--- src/rtl/riscv_multicycle_ctrl_pkg.sv ---
// Shared encodings for the multicycle RISC-V control path: opcodes, ALU
// control codes, mux select encodings and the FSM state type.
package riscv_multicycle_ctrl_pkg;

    localparam logic [6:0] OP_LOAD   = 7'b0000011;
    localparam logic [6:0] OP_STORE  = 7'b0100011;
    localparam logic [6:0] OP_RTYPE  = 7'b0110011;
    localparam logic [6:0] OP_ITYPE  = 7'b0010011;
    localparam logic [6:0] OP_BRANCH = 7'b1100011;
    localparam logic [6:0] OP_JAL    = 7'b1101111;

    localparam logic [2:0] ALU_ADD = 3'b000;
    localparam logic [2:0] ALU_SUB = 3'b001;
    localparam logic [2:0] ALU_AND = 3'b010;
    localparam logic [2:0] ALU_OR  = 3'b011;
    localparam logic [2:0] ALU_SLT = 3'b101;

    localparam logic [1:0] SRCA_PC    = 2'b00;
    localparam logic [1:0] SRCA_OLDPC = 2'b01;
    localparam logic [1:0] SRCA_RS1   = 2'b10;

    localparam logic [1:0] SRCB_RS2  = 2'b00;
    localparam logic [1:0] SRCB_IMM  = 2'b01;
    localparam logic [1:0] SRCB_FOUR = 2'b10;

    localparam logic [1:0] RES_ALUOUT  = 2'b00;
    localparam logic [1:0] RES_MEMDATA = 2'b01;
    localparam logic [1:0] RES_ALU     = 2'b10;

    localparam logic [1:0] IMM_I = 2'b00;
    localparam logic [1:0] IMM_S = 2'b01;
    localparam logic [1:0] IMM_B = 2'b10;
    localparam logic [1:0] IMM_J = 2'b11;

    typedef enum logic [3:0] {
        S_FETCH,
        S_DECODE,
        S_MEMADR,
        S_MEMREAD,
        S_MEMWB,
        S_MEMWRITE,
        S_EXECR,
        S_EXECI,
        S_ALUWB,
        S_BRANCH,
        S_JAL
    } state_t;

    // Operation class handed to the ALU decoder.
    typedef enum logic [1:0] {
        ALUOP_ADD,
        ALUOP_SUB,
        ALUOP_RTYPE,
        ALUOP_ITYPE
    } alu_op_t;

    // True for every opcode the control FSM knows how to sequence.
    function automatic logic is_supported(input logic [6:0] op);
        return (op == OP_LOAD)  || (op == OP_STORE)  || (op == OP_RTYPE) ||
               (op == OP_ITYPE) || (op == OP_BRANCH) || (op == OP_JAL);
    endfunction

endpackage

--- src/rtl/riscv_alu_dec.sv ---
// ALU control decoder: maps operation class plus funct fields to an ALU code.
module riscv_alu_dec
    import riscv_multicycle_ctrl_pkg::*;
(
    input  alu_op_t    alu_op,
    input  logic [2:0] funct3,
    input  logic       funct7_5,
    output logic [2:0] alu_control
);

    // Unrecognised funct3 values fall back to add so the ALU never sees an
    // undefined code.
    always_comb begin
        alu_control = ALU_ADD;
        case (alu_op)
            ALUOP_ADD: alu_control = ALU_ADD;
            ALUOP_SUB: alu_control = ALU_SUB;
            ALUOP_RTYPE: begin
                case (funct3)
                    3'b000:  alu_control = funct7_5 ? ALU_SUB : ALU_ADD;
                    3'b010:  alu_control = ALU_SLT;
                    3'b110:  alu_control = ALU_OR;
                    3'b111:  alu_control = ALU_AND;
                    default: alu_control = ALU_ADD;
                endcase
            end
            ALUOP_ITYPE: begin
                alu_control = (funct3 == 3'b010) ? ALU_SLT : ALU_ADD;
            end
            default: alu_control = ALU_ADD;
        endcase
    end

endmodule

--- src/rtl/riscv_multicycle_ctrl.sv ---
// Multicycle control FSM for a shared-memory RISC-V datapath.
//
//   state    | meaning
//   ---------+-------------------------------------------------------------
//   FETCH    | read instruction at PC, PC <= PC+4 when memory is ready
//   DECODE   | latch branch target oldPC+immB, dispatch on opcode
//   MEMADR   | compute rs1+imm for load/store
//   MEMREAD  | load access, waits for mem_ready
//   MEMWB    | write loaded data to rd
//   MEMWRITE | store access, waits for mem_ready, ends the instruction
//   EXECR    | register-register ALU operation
//   EXECI    | register-immediate ALU operation
//   ALUWB    | write ALU-result register to rd
//   BRANCH   | rs1-rs2 compare, load PC with latched target when taken
//   JAL      | load PC with latched target, compute link value oldPC+4
module riscv_multicycle_ctrl
    import riscv_multicycle_ctrl_pkg::*;
(
    input  logic       clk,
    input  logic       reset,
    input  logic [6:0] opcode,
    input  logic [2:0] funct3,
    input  logic       funct7_5,
    input  logic       zero,
    input  logic       mem_ready,
    output logic       mem_req,
    output logic       mem_we,
    output logic       adr_src,
    output logic       ir_write,
    output logic       pc_write,
    output logic       reg_write,
    output logic [1:0] alu_src_a,
    output logic [1:0] alu_src_b,
    output logic [2:0] alu_control,
    output logic [1:0] result_src,
    output logic [1:0] imm_src,
    output logic       instr_done,
    output logic       illegal
);

    state_t     state_q;
    state_t     state_d;
    alu_op_t    alu_op;
    logic [2:0] alu_control_dec;
    logic       branch_taken;

    logic       mem_req_c;
    logic       mem_we_c;
    logic       adr_src_c;
    logic       ir_write_c;
    logic       pc_write_c;
    logic       reg_write_c;
    logic [1:0] alu_src_a_c;
    logic [1:0] alu_src_b_c;
    logic [1:0] result_src_c;
    logic [1:0] imm_src_c;
    logic       instr_done_c;
    logic       illegal_c;

    riscv_alu_dec u_alu_dec (
        .alu_op      (alu_op),
        .funct3      (funct3),
        .funct7_5    (funct7_5),
        .alu_control (alu_control_dec)
    );

    // Only BEQ and BNE can redirect the PC; other funct3 codes fall through.
    always_comb begin
        case (funct3)
            3'b000:  branch_taken = zero;
            3'b001:  branch_taken = ~zero;
            default: branch_taken = 1'b0;
        endcase
    end

    // State register; reset parks the FSM in FETCH.
    always_ff @(posedge clk or negedge reset) begin
        if (!reset) begin
            state_q <= S_FETCH;
        end else begin
            state_q <= state_d;
        end
    end

    // Next-state logic; memory states hold until mem_ready.
    always_comb begin
        state_d = state_q;
        case (state_q)
            S_FETCH: begin
                if (mem_ready) state_d = S_DECODE;
            end
            S_DECODE: begin
                case (opcode)
                    OP_LOAD, OP_STORE: state_d = S_MEMADR;
                    OP_RTYPE:          state_d = S_EXECR;
                    OP_ITYPE:          state_d = S_EXECI;
                    OP_BRANCH:         state_d = S_BRANCH;
                    OP_JAL:            state_d = S_JAL;
                    default:           state_d = S_FETCH;
                endcase
            end
            S_MEMADR:   state_d = (opcode == OP_LOAD) ? S_MEMREAD : S_MEMWRITE;
            S_MEMREAD: begin
                if (mem_ready) state_d = S_MEMWB;
            end
            S_MEMWB:    state_d = S_FETCH;
            S_MEMWRITE: begin
                if (mem_ready) state_d = S_FETCH;
            end
            S_EXECR:    state_d = S_ALUWB;
            S_EXECI:    state_d = S_ALUWB;
            S_ALUWB:    state_d = S_FETCH;
            S_BRANCH:   state_d = S_FETCH;
            S_JAL:      state_d = S_ALUWB;
            default:    state_d = S_FETCH;
        endcase
    end

    // Per-state datapath controls before the reset gate.
    always_comb begin
        mem_req_c    = 1'b0;
        mem_we_c     = 1'b0;
        adr_src_c    = 1'b0;
        ir_write_c   = 1'b0;
        pc_write_c   = 1'b0;
        reg_write_c  = 1'b0;
        alu_src_a_c  = SRCA_PC;
        alu_src_b_c  = SRCB_RS2;
        result_src_c = RES_ALUOUT;
        imm_src_c    = IMM_I;
        instr_done_c = 1'b0;
        illegal_c    = 1'b0;
        alu_op       = ALUOP_ADD;
        case (state_q)
            S_FETCH: begin
                mem_req_c    = 1'b1;
                alu_src_a_c  = SRCA_PC;
                alu_src_b_c  = SRCB_FOUR;
                result_src_c = RES_ALU;
                ir_write_c   = mem_ready;
                pc_write_c   = mem_ready;
            end
            S_DECODE: begin
                alu_src_a_c = SRCA_OLDPC;
                alu_src_b_c = SRCB_IMM;
                imm_src_c   = IMM_B;
                if (!is_supported(opcode)) begin
                    illegal_c    = 1'b1;
                    instr_done_c = 1'b1;
                end
            end
            S_MEMADR: begin
                alu_src_a_c = SRCA_RS1;
                alu_src_b_c = SRCB_IMM;
                imm_src_c   = (opcode == OP_LOAD) ? IMM_I : IMM_S;
            end
            S_MEMREAD: begin
                mem_req_c = 1'b1;
                adr_src_c = 1'b1;
            end
            S_MEMWB: begin
                result_src_c = RES_MEMDATA;
                reg_write_c  = 1'b1;
                instr_done_c = 1'b1;
            end
            S_MEMWRITE: begin
                mem_req_c    = 1'b1;
                mem_we_c     = 1'b1;
                adr_src_c    = 1'b1;
                instr_done_c = mem_ready;
            end
            S_EXECR: begin
                alu_src_a_c = SRCA_RS1;
                alu_src_b_c = SRCB_RS2;
                alu_op      = ALUOP_RTYPE;
            end
            S_EXECI: begin
                alu_src_a_c = SRCA_RS1;
                alu_src_b_c = SRCB_IMM;
                imm_src_c   = IMM_I;
                alu_op      = ALUOP_ITYPE;
            end
            S_ALUWB: begin
                result_src_c = RES_ALUOUT;
                reg_write_c  = 1'b1;
                instr_done_c = 1'b1;
            end
            S_BRANCH: begin
                alu_src_a_c  = SRCA_RS1;
                alu_src_b_c  = SRCB_RS2;
                alu_op       = ALUOP_SUB;
                result_src_c = RES_ALUOUT;
                pc_write_c   = branch_taken;
                instr_done_c = 1'b1;
            end
            S_JAL: begin
                alu_src_a_c  = SRCA_OLDPC;
                alu_src_b_c  = SRCB_FOUR;
                result_src_c = RES_ALUOUT;
                pc_write_c   = 1'b1;
            end
            default: begin
                mem_req_c = 1'b0;
            end
        endcase
    end

    // Reset is applied combinationally so strobes drop the instant it asserts.
    always_comb begin
        mem_req     = reset & mem_req_c;
        mem_we      = reset & mem_we_c;
        adr_src     = reset & adr_src_c;
        ir_write    = reset & ir_write_c;
        pc_write    = reset & pc_write_c;
        reg_write   = reset & reg_write_c;
        instr_done  = reset & instr_done_c;
        illegal     = reset & illegal_c;
        alu_src_a   = reset ? alu_src_a_c     : 2'b00;
        alu_src_b   = reset ? alu_src_b_c     : 2'b00;
        result_src  = reset ? result_src_c    : 2'b00;
        imm_src     = reset ? imm_src_c       : 2'b00;
        alu_control = reset ? alu_control_dec : 3'b000;
    end

endmodule

--- config.mk ---
export PLATFORM = sky130hd
export DESIGN_NAME = riscv_multicycle_ctrl
export DESIGN_NICKNAME = d
export VERILOG_FILES = /design/src/rtl/riscv_multicycle_ctrl_pkg.sv /design/src/rtl/riscv_alu_dec.sv /design/src/rtl/riscv_multicycle_ctrl.sv
export SDC_FILE = /design/constraint.sdc
export NUM_CORES = 1
export LEC_CHECK = 0
export BUFFER_PORTS_ARGS = -buffer_cell sky130_fd_sc_hd__buf_2
export CAP_MARGIN = 20
export CORE_UTILIZATION = 40
export CTS_BUF_LIST = sky130_fd_sc_hd__clkbuf_8
export DETAILED_ROUTE_END_ITERATION = 6
export GPL_ROUTABILITY_DRIVEN = 0
export PLACE_DENSITY = 0.66
export SLEW_MARGIN = 10
export SYNTH_ARGS = -nofsm -noshare
export SYNTH_HDL_FRONTEND = slang
export SYNTH_HIERARCHICAL = 1
export SYNTH_SLANG_ARGS = --single-unit
--- constraint.sdc ---
create_clock -name clk -period 2.05 [get_ports clk]
set_input_delay 0.205 -clock clk [delete_from_list [all_inputs] [get_ports clk]]
set_output_delay 0.205 -clock clk [all_outputs]
set_load 0.03 [all_outputs]
Word level (Yosys, flattened, before mapping)
Cells that the tools add are included.

operators by class
  bitwise gates (word level) = 9
  multiplexer cells = 31
  reductions and logical operators = 19
  eq/ne operators = 26

operators by type and width
  kind                                           count
  one-hot mux 3 bit (4 select lines)             2
  one-hot mux 4 bit (6 select lines)             1
  one-hot mux 4 bit (5 select lines)             1
  == test 4 x 3 -> 1 bit, second input constant  4
  one-hot mux 2 bit (2 select lines)             4
  == test 7 x 6 -> 1 bit, second input constant  2
  == test 7 bit, second input constant           2
  == test 4 bit, second input constant           3
  2-to-1 mux 4 bit                               3
  OR reduction 3 bit                             4
  OR reduction 2 bit                             5
  2-to-1 mux 1 bit                               9
  2-to-1 mux 3 bit                               3
  bitwise AND 1 bit                              8
  == test 4 x 2 -> 1 bit, second input constant  2
  2-to-1 mux 2 bit                               4
  == test 7 x 2 -> 1 bit, second input constant  1
  == test 7 x 5 -> 1 bit, second input constant  1
  == test 3 bit, second input constant           2
  inequality test 2 bit, second input constant   3
  one-hot mux 1 bit (3 select lines)             2
  one-hot mux 2 bit (3 select lines)             1
  logical OR 1 bit                               5
  == test 2 bit, second input constant           2
  other kinds (11)                               11

storage, ports and cells
  register bits after elaboration = 4
  word-level logic and storage cells = 86
  output and inout port bits = 19

Logic depth before layout (Yosys ltp)
  word-level depth = 9
  depth in mapped cells = 9

Hierarchy
Netlist, hierarchy kept.

modules (own cells, without submodules)
  module                 area an instance (µm²)  times used  cells each  seq. area each (µm²)
  riscv_multicycle_ctrl  665.6                   1           93          100.1
  riscv_alu_dec          72.6                    1           10          0.0

Worst setup path after synthesis
Ideal clock, no wire load.

  kind = register to output
  start = register state_q[2]
  end = output port instr_done
  setup slack = 0.163 ns
  arrival = 1.682 ns
  stages on the path, launching flop included = 6
  path through = dfrtp_1 buf_6 nor4b_4 nand2_2 nor3_2 or2_1

on the way
  longest elaborated chain between the ends = 4
  elaborated cells on any way between the ends = 8
  classes of those cells = eq/ne: 5; mux: 1; bitwise: 1; reduce/logical: 1

ends and longest elaborated chain
  item                                                     line                          text
  from (decl)                                              riscv_multicycle_ctrl.sv:41   state_t state_q;
  from (signal assigned)                                   riscv_multicycle_ctrl.sv:81   state_q <= state_d;
  == test 4 bit or == test 4 x 3 -> 1 bit (tied branches)  riscv_multicycle_ctrl.sv:134  case (state_q)
  OR reduction 3 bit (no line)                             --
  one-hot mux 1 bit (3 select lines) *                     riscv_multicycle_ctrl.sv:134
  bitwise AND 1 bit *                                      riscv_multicycle_ctrl.sv:216  instr_done = reset & instr_done_c;
  to (decl)                                                riscv_multicycle_ctrl.sv:37   output logic instr_done,

Mark *: on every way between the ends. The rest lies on a longest branch, timed or not.

Worst setup path after layout
  start = register state_q[2]
  end = output port alu_control[0]

on the way
  longest elaborated chain between the ends = 5
  elaborated cells on any way between the ends = 10
  classes of those cells = eq/ne: 6; mux: 3; reduce/logical: 1

ends and longest elaborated chain
  item                                                     line                          text
  == test 4 bit or == test 4 x 3 -> 1 bit (tied branches)  riscv_multicycle_ctrl.sv:134
  one-hot mux 2 bit (3 select lines) *                     riscv_multicycle_ctrl.sv:134
  named net alu_op[0]                                      riscv_multicycle_ctrl.sv:43   alu_op_t alu_op;
  == test 2 bit (tied with other cells)                    riscv_alu_dec.sv:15           case (alu_op)
  one-hot mux 3 bit (4 select lines) *                     riscv_alu_dec.sv:15
  named net alu_control_dec[0]                             riscv_multicycle_ctrl.sv:44   logic [2:0] alu_control_dec;
  2-to-1 mux 3 bit *                                       riscv_multicycle_ctrl.sv:222  alu_control = reset ? alu_control_dec : 3'b000;
  to (decl)                                                riscv_multicycle_ctrl.sv:34   output logic [2:0] alu_control,

The timed path passes the listed nets; every way through them passes the cells marked *.

==> impl_results.md <==
- Psw: 0.1457 mW
- GR Layer Usage met1: 26.29%
- Reg power frac: 22.0%
- First-pass GRT wire length: around 3.1 mm
- Post-synthesis register bit count: 4
- FF/Latch Area: between 100 and 150 µm²
- Syn Inst Count: ~100
- Asr flop ratio synth: 100.0%
- Gr usage total: 21.88%
- Filler cells: 186
- Clk_lat worst skew: 220 ps
- Synth warnings: 6
- Final-report hold violation count: 0
- DRT Wirelength: between 1.5 and 2 mm
- CTS tree: done
- Worst-path clk slew: approximately 30 ps
- DIE AREA: 2021 µm²
- Global-route layer with the greatest usage: met2
- Chip width: between 40 and 50 µm
- Met3 Use GR: 4.800%
- Internal power: 0.2668 mW
- Vias: 836
- Core Rows: 15
- Top flop regs: state_q: 4 flops
- Clock Sinks: 4
- Pre-CTS setup slack: 250.7 ps
- Max-slew violation count: 0
- Worst EP arrival: between 1500 and 2000 ps
- Hold crit path type: input pin to register
- Inst Count DP: ~160
- Post-CTS Setup Repair Bufs: 0
- Final setup TNS: 0 ps
- Most frequent cells in the layout: buf_2, nand2_1, nand2b_1, nor2_1
- Critical path fanouts, max: 3
- Largest net degree at the start of global routing: 18
- Final min period: roughly 1900 ps
- Post-Layout Cell Count: 167
- Dominant synthesized flop cell: dfrtp_1
- PD cells: 405.0 nW/µm²
- Max reg flops: 4
- VDD IR max: 0.3816 mV
- GRT met2 Usage: 36.52%
- Leakage power total: 0.5406 nW
- Syn avg cell area: 7.167 µm²
- Startpoint types: register
- Register area share after synthesis: between 10% and 20%
- CTS buffer count: 3
- Critical Path RT: about 1900 ps
- Core Util, Final: 58.99%
- Fin Hold WS: 394.6 ps
- Largest stage delay on the critical path: 370 ps
- Tcrit/Tclk final: around 95%
- Total power: 0.4125 mW
- Vias per inst: 5.006
- Rel. slew slack: approximately 71%
- Routed Antenna Nets: 0
- Power share of the clock group: 42.3%
- Synthesized area: 738.2 µm²
- Synth Net Count: 118
- Die H: 44.96 µm
- Initial antenna violation count: 0
- Crit-path cells: nor2b_1, nand2_1, o21ai_0, and2_4, nor2b_4, a21oi_2, o221ai_1, and2_1, buf_6
- H-tree lvl count: 1
- WL/cell: 11.87 µm
- Max clock buf depth: 2
- Area Overhead vs Synth: 37.97%
- First-pass DRT Iterations: 4
- Area of the multi-input gates: 588.1 µm²
- Logic pwr share: 35.6%
- Final setup fails: 0
- Crit end category: primary output
- Outcome: finished, final reports clean
- Fmax: 513.6 MHz
- Post-DP HPWL: 1.498 mm
- Iter 0 DRT Violations: 10
- DRC: 0
- Placed Area: 953.4 µm²
- ANT cells: 0
- Final Skew: 2.930 ps
- Cell area after layout: 1018 µm²
- Post-synth EDFFs: 0
- Grt ovf: 0
- # nets final: between 150 and 200
- Core Box Area: 1727 µm²
- Top Ports: 34
- PortBufs: 33
- RSZ-0062 raised after global routing: false
- Largest Register: state_q
- CP Class: register to primary output
- Layout cell share with drive strength beyond 1: ~40%
- Final WS setup: about 100 ps
- Vias in the first global route: 719
- Clock Tree Root: clkbuf_8
- Netlist cell types: 43
- Max Cap Viol: 0
- Slew @ Worst Pin: 434.1 ps
- Starting density of the core: 42.75%
- Switching Share: 35.33%
- Slowest cell on the critical path: dfrtp_1
- Flop2flop setup slack: slightly above 600 ps
- Most common cell after layout, fill and taps aside: buf_2
## worst max-delay path, delay by kind of cell (launching register included)
family / cells / cell delay (ps)
flops: 1 / 370
compound gates: 3 / 280
simple gates: 5 / 740
buf+inv: 1 / 130
## kinds of logic after synthesis
group / after synthesis / share of synthesized area, %
buffers and inverters: 10 / 7.117
xor gates and xnor gates: 3 / 3.560
and+or+nand+nor: 64 / 55.59
AOI/OAI and AO/OA: 21 / 18.65
DFF: 4 / 13.56
muxes: 1 / 1.525
## path summary, 6_finish.rpt
check                                       start                endpoint  cells past startpoint
min in group asynchronous                   reset  state_q[3]$_DFFE_PN0P_                      3
max in group asynchronous                   reset  state_q[0]$_DFFE_PN0P_                      3
hold / removal                          opcode[4]  state_q[2]$_DFFE_PN0P_                      3
setup / recovery           state_q[2]$_DFFE_PN0P_          alu_control[0]                      9
hold reg to reg            state_q[1]$_DFFE_PN0P_  state_q[3]$_DFFE_PN0P_                      2
setup reg to reg           state_q[3]$_DFFE_PN0P_  state_q[2]$_DFFE_PN0P_                      5
## timing repair
item | in CTS | in global routing
hold buffers | 1 | 0
endpoints found under the setup margin | 0 | 3
resized for setup | 0 | 7
hold endpoints to repair | 4 | 0
## final cells by class
class                      count  share of cell area [%]
clock buffer                   3                   4.054
inverter                       5                   1.843
multi-input combinational     89                   57.74
sequential                     4                   9.951
tap                           25                   3.071
timing repair buffer          41                   23.34
## synthesized netlist by cell type (2+ instances only)
| master | instances | area, µm² |
|---|---|---|
| a21oi_1 | 7 | 35.03 |
| and2_1 | 5 | 31.28 |
| and3_1 | 3 | 18.77 |
| buf_2 | 3 | 15.01 |
| dfrtp_1 | 4 | 100.1 |
| inv_1 | 4 | 15.01 |
| nand2_1 | 11 | 41.29 |
| nand2b_1 | 8 | 50.05 |
| nand3b_1 | 3 | 22.52 |
| nor2_1 | 8 | 30.03 |
| nor2b_1 | 3 | 18.77 |
| nor3_1 | 7 | 35.03 |
| nor3b_1 | 2 | 15.01 |
| o21ai_0 | 4 | 20.02 |
| xor2_1 | 3 | 26.28 |
## layer usage
layer	share of wire [%]	wire length, µm
met5	0	0
met4	1.1	22
met3	4.2	83
met2	52	1032
met1	43	845
## power groups by stage
| stage | sequential, mW | clock [mW] | combinational [mW] |
|---|---|---|---|
| floorplan | 0.0859 | 0 | 0.0969 |
| global placement | 0.0911 | 0 | 0.143 |
| detailed placement | 0.0912 | 0 | 0.145 |
| CTS | 0.0903 | 0.181 | 0.147 |
| global route | 0.0919 | 0.180 | 0.161 |
| finish | 0.0909 | 0.175 | 0.147 |
No activity file was read; power rests on OpenSTA's default activity.
